--- config.mk ---
export PLATFORM = sky130hd
export DESIGN_NAME = mem_writeback_flat
export DESIGN_NICKNAME = d
export VERILOG_FILES = /design/src/rtl/mem_writeback_if.sv /design/src/rtl/mem_writeback.sv /design/src/flat_wrapper.sv
export SDC_FILE = /design/constraint.sdc
export NUM_CORES = 1
export LEC_CHECK = 0
export CAP_MARGIN = 20
export CORE_MARGIN = 2
export CORE_UTILIZATION = 39
export DETAILED_ROUTE_END_ITERATION = 16
export HOLD_SLACK_MARGIN = 0.1
export PLACE_DENSITY = 0.77
export SYNTH_ARGS = -nofsm -noshare
export SYNTH_HDL_FRONTEND = slang
export SYNTH_SLANG_ARGS = --single-unit
export TNS_END_PERCENT = 100
--- constraint.sdc ---
create_clock -name clk -period 1.8 [get_ports clk]
set_clock_uncertainty 0.05 [all_clocks]
set_input_delay 0.27 -clock clk [delete_from_list [all_inputs] [get_ports clk]]
set_output_delay 0.27 -clock clk [all_outputs]
set_load 0.05 [all_outputs]
--- src/rtl/mem_writeback_if.sv ---
// Data-memory bus between the M stage (master) and data memory (slave).
interface mem_writeback_if #(
    parameter int DMEM_AW = 14
);
    logic               dmem_req;
    logic               dmem_we;
    logic [DMEM_AW-1:0] dmem_addr;
    logic [31:0]        dmem_wdata;
    logic [3:0]         dmem_be;
    logic               dmem_gnt;
    logic               dmem_rvalid;
    logic [31:0]        dmem_rdata;

    modport master (
        output dmem_req, dmem_we, dmem_addr, dmem_wdata, dmem_be,
        input  dmem_gnt, dmem_rvalid, dmem_rdata
    );

    modport slave (
        input  dmem_req, dmem_we, dmem_addr, dmem_wdata, dmem_be,
        output dmem_gnt, dmem_rvalid, dmem_rdata
    );
endinterface

--- src/rtl/mem_writeback.sv ---
// RV32I memory/writeback back end: M register with dmem handshake FSM,
// load alignment/extension, W register and forwarding/stall outputs.
module mem_writeback #(
    parameter int DMEM_AW = 14
) (
    input  logic                  clk,
    input  logic                  rst_n,
    input  logic                  ex_valid,
    input  logic [31:0]           ex_result,
    input  logic [31:0]           ex_store_data,
    input  logic [2:0]            ex_funct3,
    input  logic [4:0]            ex_rd,
    input  logic                  ex_reg_we,
    input  logic                  ex_mem_rr,
    input  logic                  ex_mem_we,
    output logic                  ex_stall,
    mem_writeback_if.master       dmem,
    output logic [31:0]           prev_value,
    output logic [4:0]            prev_rd,
    output logic                  prev_reg_we,
    output logic                  prev_mem_rr,
    output logic [31:0]           wb_value,
    output logic [4:0]            wb_rd,
    output logic                  wb_reg_we,
    output logic                  wb_mem_rr,
    output logic                  misaligned
);
    typedef enum logic [1:0] {S_IDLE, S_ALU, S_REQ, S_WAIT} state_t;

    state_t      r_state;
    logic [31:0] r_m_result, r_m_sdata;
    logic [2:0]  r_m_f3;
    logic [4:0]  r_m_rd;
    logic        r_m_reg_we, r_m_rr, r_m_st, r_m_mis;
    logic [31:0] r_wb_value;
    logic [4:0]  r_wb_rd;
    logic        r_wb_we, r_wb_rr;

    logic        w_m_valid, w_complete, w_capture, w_ex_mem, w_ex_mis, w_req;
    logic [1:0]  w_off;
    logic [3:0]  w_be;
    logic [31:0] w_wdata, w_shift, w_ld;

    assign w_m_valid  = (r_state != S_IDLE);
    assign w_complete = (r_state == S_ALU)
                      | ((r_state == S_REQ) & dmem.dmem_gnt & r_m_st)
                      | ((r_state == S_WAIT) & dmem.dmem_rvalid);
    assign ex_stall   = w_m_valid & ~w_complete;
    assign w_capture  = ex_valid & ~ex_stall;
    assign w_ex_mem   = ex_mem_rr | ex_mem_we;

    // Size comes from funct3[1:0]; 11 (and 110/111) is treated as a word.
    always_comb begin
        w_ex_mis = 1'b0;
        case (ex_funct3[1:0])
            2'b00:   w_ex_mis = 1'b0;
            2'b01:   w_ex_mis = ex_result[0];
            default: w_ex_mis = |ex_result[1:0];
        endcase
        w_ex_mis = w_ex_mis & w_ex_mem;
    end

    // M FSM and M register; a misaligned op is demoted to a non-writing ALU op.
    always_ff @(posedge clk or negedge rst_n) begin
        if (!rst_n) begin
            r_state    <= S_IDLE;
            r_m_result <= '0;
            r_m_sdata  <= '0;
            r_m_f3     <= '0;
            r_m_rd     <= '0;
            r_m_reg_we <= 1'b0;
            r_m_rr     <= 1'b0;
            r_m_st     <= 1'b0;
            r_m_mis    <= 1'b0;
        end else if (w_capture) begin
            r_state    <= (w_ex_mem && !w_ex_mis) ? S_REQ : S_ALU;
            r_m_result <= ex_result;
            r_m_sdata  <= ex_store_data;
            r_m_f3     <= ex_funct3;
            r_m_rd     <= ex_rd;
            r_m_reg_we <= ex_reg_we & ~w_ex_mis;
            r_m_rr     <= ex_mem_rr & ~w_ex_mis;
            r_m_st     <= ex_mem_we & ~w_ex_mis;
            r_m_mis    <= w_ex_mis;
        end else if (w_complete) begin
            r_state    <= S_IDLE;
            r_m_mis    <= 1'b0;
        end else if (r_state == S_REQ && dmem.dmem_gnt) begin
            r_state    <= S_WAIT;
        end
    end

    assign w_off = r_m_result[1:0];

    // Store lane steering; loads keep the full-word defaults.
    always_comb begin
        w_be    = 4'b1111;
        w_wdata = r_m_sdata;
        if (r_m_st) begin
            case (r_m_f3[1:0])
                2'b00: begin
                    w_be    = 4'b0001 << w_off;
                    w_wdata = {4{r_m_sdata[7:0]}};
                end
                2'b01: begin
                    w_be    = w_off[1] ? 4'b1100 : 4'b0011;
                    w_wdata = {2{r_m_sdata[15:0]}};
                end
                default: ;
            endcase
        end
    end

    assign w_req            = (r_state == S_REQ);
    assign dmem.dmem_req    = w_req;
    assign dmem.dmem_we     = w_req & r_m_st;
    assign dmem.dmem_addr   = w_req ? r_m_result[DMEM_AW+1:2] : '0;
    assign dmem.dmem_wdata  = w_req ? w_wdata : '0;
    assign dmem.dmem_be     = w_req ? w_be : '0;

    assign w_shift = dmem.dmem_rdata >> {w_off, 3'b000};

    // Load extraction: byte lane by addr[1:0], half lane by addr[1].
    always_comb begin
        w_ld = dmem.dmem_rdata;
        case (r_m_f3)
            3'b000: w_ld = {{24{w_shift[7]}}, w_shift[7:0]};
            3'b100: w_ld = {24'h0, w_shift[7:0]};
            3'b001: w_ld = {{16{w_shift[15]}}, w_shift[15:0]};
            3'b101: w_ld = {16'h0, w_shift[15:0]};
            default: w_ld = dmem.dmem_rdata;
        endcase
    end

    // W register: loads on completion, otherwise the write port is idle.
    always_ff @(posedge clk or negedge rst_n) begin
        if (!rst_n) begin
            r_wb_value <= '0;
            r_wb_rd    <= '0;
            r_wb_we    <= 1'b0;
            r_wb_rr    <= 1'b0;
        end else if (w_complete) begin
            r_wb_value <= r_m_rr ? w_ld : r_m_result;
            r_wb_rd    <= r_m_rd;
            r_wb_we    <= r_m_reg_we;
            r_wb_rr    <= r_m_rr;
        end else begin
            r_wb_we    <= 1'b0;
            r_wb_rr    <= 1'b0;
        end
    end

    assign prev_value  = r_m_result;
    assign prev_rd     = r_m_rd;
    assign prev_reg_we = w_m_valid & r_m_reg_we;
    assign prev_mem_rr = w_m_valid & r_m_rr;
    assign wb_value    = r_wb_value;
    assign wb_rd       = r_wb_rd;
    assign wb_reg_we   = r_wb_we;
    assign wb_mem_rr   = r_wb_rr;
    assign misaligned  = r_m_mis;
endmodule

--- src/flat_wrapper.sv ---
// flat-port wrapper written by rule: the top's interface ports become plain ports
module mem_writeback_flat 
#(
    parameter int DMEM_AW = 14
)
  (clk, rst_n, ex_valid, ex_result, ex_store_data, ex_funct3, ex_rd, ex_reg_we, ex_mem_rr, ex_mem_we, ex_stall, prev_value, prev_rd, prev_reg_we, prev_mem_rr, wb_value, wb_rd, wb_reg_we, wb_mem_rr, misaligned, dmem_dmem_req, dmem_dmem_we, dmem_dmem_addr, dmem_dmem_wdata, dmem_dmem_be, dmem_dmem_gnt, dmem_dmem_rvalid, dmem_dmem_rdata);
  mem_writeback_if #(.DMEM_AW(DMEM_AW)) dmem_i ();
  input  logic clk;
  input  logic rst_n;
  input  logic ex_valid;
  input  logic [31:0] ex_result;
  input  logic [31:0] ex_store_data;
  input  logic [2:0] ex_funct3;
  input  logic [4:0] ex_rd;
  input  logic ex_reg_we;
  input  logic ex_mem_rr;
  input  logic ex_mem_we;
  output logic ex_stall;
  output logic [31:0] prev_value;
  output logic [4:0] prev_rd;
  output logic prev_reg_we;
  output logic prev_mem_rr;
  output logic [31:0] wb_value;
  output logic [4:0] wb_rd;
  output logic wb_reg_we;
  output logic wb_mem_rr;
  output logic misaligned;
  output wire logic [$bits(dmem_i.dmem_req)-1:0] dmem_dmem_req;
  output wire logic [$bits(dmem_i.dmem_we)-1:0] dmem_dmem_we;
  output wire logic [$bits(dmem_i.dmem_addr)-1:0] dmem_dmem_addr;
  output wire logic [$bits(dmem_i.dmem_wdata)-1:0] dmem_dmem_wdata;
  output wire logic [$bits(dmem_i.dmem_be)-1:0] dmem_dmem_be;
  input wire logic [$bits(dmem_i.dmem_gnt)-1:0] dmem_dmem_gnt;
  input wire logic [$bits(dmem_i.dmem_rvalid)-1:0] dmem_dmem_rvalid;
  input wire logic [$bits(dmem_i.dmem_rdata)-1:0] dmem_dmem_rdata;
  assign dmem_dmem_req = dmem_i.dmem_req;
  assign dmem_dmem_we = dmem_i.dmem_we;
  assign dmem_dmem_addr = dmem_i.dmem_addr;
  assign dmem_dmem_wdata = dmem_i.dmem_wdata;
  assign dmem_dmem_be = dmem_i.dmem_be;
  assign dmem_i.dmem_gnt = dmem_dmem_gnt;
  assign dmem_i.dmem_rvalid = dmem_dmem_rvalid;
  assign dmem_i.dmem_rdata = dmem_dmem_rdata;
  mem_writeback #(.DMEM_AW(DMEM_AW)) u_core (.clk(clk), .rst_n(rst_n), .ex_valid(ex_valid), .ex_result(ex_result), .ex_store_data(ex_store_data), .ex_funct3(ex_funct3), .ex_rd(ex_rd), .ex_reg_we(ex_reg_we), .ex_mem_rr(ex_mem_rr), .ex_mem_we(ex_mem_we), .ex_stall(ex_stall), .dmem(dmem_i), .prev_value(prev_value), .prev_rd(prev_rd), .prev_reg_we(prev_reg_we), .prev_mem_rr(prev_mem_rr), .wb_value(wb_value), .wb_rd(wb_rd), .wb_reg_we(wb_reg_we), .wb_mem_rr(wb_mem_rr), .misaligned(misaligned));
endmodule
==> metrics.md <==
| Metric | Value |
|---|---|
| FF-to-FF End | `u_core.wb_value[31]$_DFFE_PN0N_` |
| Syn Inst Count | `575` |
| Crit path required time | `1.48 ns` |
| RSZ-0062 raised after global routing | `true` |
| Register area share after synthesis | `0.488` |
| Vias per cell | `5.77` |
| Routed len/inst | `24.4 um` |
| Clock slew at the register clock pins of the worst setup and hold paths | `0.05 ns` |
| Sinks on the clock net | `117` |
| Crit. End Element | `output pin` |
| Max_cap viols | `0` |
| Share of layout cells above drive strength 1 | `0.499` |
| CP delay by family, top | `buffers and inverters` |
| Max frequency | `453 MHz` |
| Initial antenna violation count | `0` |
| Later-pin clock latency in the skew report | `0.42 ns` |
| WL met1 | `9750 um` |
| Final setup vio count | `145` |
| Die Y | `128 um` |
| Clock Tree Root | `clkbuf_16` |
| Reg2Reg Setup Slack | `-0.12 ns` |
| CP max stage delay | `0.41 ns` |
| CP bufs+invs | `4` |
| Vias in the first global route | `6227` |
| Total GRT Usage | `0.290` |
| Period minus WS final | `2.21 ns` |
| IO Pins | `244` |
| # rows | `45` |
| Synth top area cells | `dfrtp_1 49%, mux2_2 14%, nand2_1 3.6%` |
| Worst slack, placed | `-0.272 ns` |
| Die Span X | `128 um` |
| Top Metal Used | `met4` |
| Yosys reg bits | `117` |
| Dpl cell area | `0.00952 mm2` |
| Area grow syn2layout | `94.2%` |
| Setup ws final | `-0.408 ns` |
| PortBufs | `243` |
| Final Cycle Share | `1.23` |
| Largest net degree at the start of global routing | `37` |
| Routability congestion estimate | `0.883` |
| Worst r2r path cells | `6` |
| DR WL met2 | `13800 um` |
| ANT cells | `0` |
| Final hold violation count | `0` |
| Synth area leader | `dfrtp_1` |
| DR iter-0 viols | `490` |
| Met3 wire len | `2100 um` |
| DRC | `0` |
| TritonCTS Buffers | `17` |
| Hold Path Class | `in2async` |
| H-Tree Depth | `4` |
| Initial Util | `0.397` |
| Final std cells w/o fill | `1092` |
| Worst Setup Start Kind | `register` |
| Cell area after synthesis | `0.00600 mm2` |
| Fin. max-slew vios | `0` |
| Area of the die | `0.0164 mm2` |
| Syn Nets | `687` |
| Vias | `6297` |
| Final nets | `1005` |
| Failing checks | `setup timing` |
| Post-DRT Antenna Nets | `0` |
| DP Cell Count | `1015` |
| Drt total wl | `26600 um` |
| Number of enable flip-flop cells after synthesis | `0` |
| Core ar. | `0.0151 mm2` |
| Design area | `0.0116 mm2` |
| Rel. slew slack | `0.673` |
| Gr ovfl total | `0` |
| Synth Flop Type | `dfrtp_1` |
| Ys async rst share | `1.00` |
| Crit Path Class | `reg2out` |
| Data arrival time of the worst path | `1.89 ns` |
| Fill cell count | `898` |
| Worst Path Max Fanout | `6` |
| Worst-margin pin slew | `0.493 ns` |
| Pre-Repair DR Iteration Count | `5` |
| CTS Buffer Depth | `2` |
| Post-synth cell types | `45` |
| Worst-path cell chain | `buf_6 -> nor2b_4 -> buf_12 -> buf_16 -> nor2_2 -> a211oi_4 -> buf_12` |
| Final Hold Slack | `0.265 ns` |
| Slowest cell on crit path | `dfrtp_1` |
| Hpwl dp | `16100 um` |
| Most Frequent Cell on Critical Path | `buf_12` |
| FF-to-FF Start | `u_core.prev_value[1]$_DFFE_PN0P_` |
| CTS tree | `yes` |
| Total number of yosys warnings | `0` |
| Mapped Avg Cell Area | `10.4 um2` |
| Status | `finished with violations` |
| Synth top area share | `0.488` |
| First-pass GRT wire length | `35600 um` |
[metal layers]
layer	GRT usage	vias up
met3	0.0893	77
met2	0.500	337
met4	0.118	0
met5	0	-
li1	-	2702
met1	0.336	3181
[through the flow]
| step | utilization | setup TNS, ns |
|---|---|---|
| 2_1_floorplan | - | -2.47 |
| 3_3_place_gp | 0.631 | -19.38 |
| 3_5_place_dp | 0.631 | -22.39 |
| 4_1_cts | 0.723 | -12.53 |
| 5_1_grt | 0.772 | -22.93 |
| 6_report | 0.772 | -16.64 |
[state kept, by name, indices dropped and copies added (netlist names)]
signal and count:
u_core.wb_value 32, u_core.wb_reg_we 1, u_core.wb_mem_rr 1, u_core.prev_rd 5, u_core.misaligned 1, u_core.r_m_f3 3
u_core.r_m_rr 1, u_core.wb_rd 5, u_core.r_m_st 1, u_core.r_state 2, u_core.r_m_reg_we 1, u_core.r_m_sdata 32
u_core.prev_value 32
[worst max-delay path by stage]
stage / depth (start not counted) / from / endpoint / slack (ns)
after floorplan: 5 / u_core.prev_value[1]$_DFFE_PN0P_ / u_core.wb_value[10]$_DFFE_PN0N_ / -0.13
after global placement: 5 / dmem_dmem_gnt / u_core.prev_value[2]$_DFFE_PN0P_ / -0.23
after detailed placement: 7 / dmem_dmem_gnt / u_core.wb_value[22]$_DFFE_PN0N_ / -0.27
after CTS: 7 / u_core.r_m_f3[1]$_DFFE_PN0P_ / dmem_dmem_wdata[24] / -0.33
after global routing: 7 / u_core.r_m_f3[1]$_DFFE_PN0P_ / dmem_dmem_wdata[30] / -0.44
final: 7 / u_core.r_m_f3[1]$_DFFE_PN0P_ / dmem_dmem_wdata[30] / -0.41
[area by class of cell]
type | instances | area [um2] | share of cell area
repair buffers | 346 | 4060 | 0.349
clock inverters | 4 | 70.1 | 0.00602
well taps | 188 | 235 | 0.0202
inverters | 8 | 47.5 | 0.00408
flip-flops and latches | 117 | 2930 | 0.252
clock buffers | 26 | 499 | 0.0429
multi-input cells | 403 | 3800 | 0.326
[synthesized netlist by cell type, types with 2 or more instances]
cell type / number
nor4_4: 2
nor2_1: 49
mux2i_1: 21
nand2_1: 58
nand3b_1: 4
dfrtp_1: 117
clkbuf_1: 24
a211o_1: 3
nor2b_1: 7
buf_1: 3
o22ai_1: 9
inv_1: 7
nor3b_1: 2
buf_2: 15
nand2b_1: 4
a21oi_1: 38
and2_1: 25
a31o_2: 5
buf_4: 3
mux2_2: 72
nand3_1: 7
a221oi_1: 21
a211oi_1: 10
o2bb2ai_1: 7
o21ai_0: 25
a22oi_1: 6
o21bai_1: 13
[cells in the final DEF, fill, tap and decap left out, types with 8 or more instances in the layout]
master | netlist | layout
dfrtp_1 | 117 | 114
nand2_1 | 58 | 42
a21oi_4 | 0 | 20
buf_6 | 1 | 16
a221oi_1 | 21 | 8
o22ai_1 | 9 | 8
mux2_4 | 0 | 70
nor2_2 | 0 | 8
nand2_4 | 0 | 11
nor2_1 | 49 | 36
clkbuf_16 | 0 | 25
buf_12 | 0 | 56
a211oi_4 | 0 | 8
o21bai_1 | 13 | 12
buf_4 | 3 | 121
o21ai_0 | 25 | 16
a221oi_2 | 0 | 12
o21ai_1 | 0 | 9
mux2i_1 | 21 | 21
buf_8 | 0 | 27
and2_4 | 0 | 23
clkdlybuf4s50_1 | 0 | 110
a21oi_1 | 38 | 18
[what timing repair did]
| item | CTS | global route |
|---|---|---|
| endpoints found under the setup margin | 57 | 154 |
| endpoints found under the hold margin | 94 | 0 |
| pin swaps | 30 | 15 |
| buffers inserted | 19 | 15 |
| hold buffers | 1 | 0 |
| gates cloned | 5 | 11 |
| gates resized for setup | 158 | 113 |
[kinds of logic (layout without fill, tap and decap cells)]
family | count (synthesis) | after routing | synth area share
mux | 94 | 94 | 0.174
compound gates | 147 | 147 | 0.166
flops | 117 | 117 | 0.488
simple gates | 162 | 162 | 0.131
buf+inv | 55 | 384 | 0.0409
Power is not shown: default switching activity piles up to over one toggle a cycle in this logic, so the estimate is an artifact.
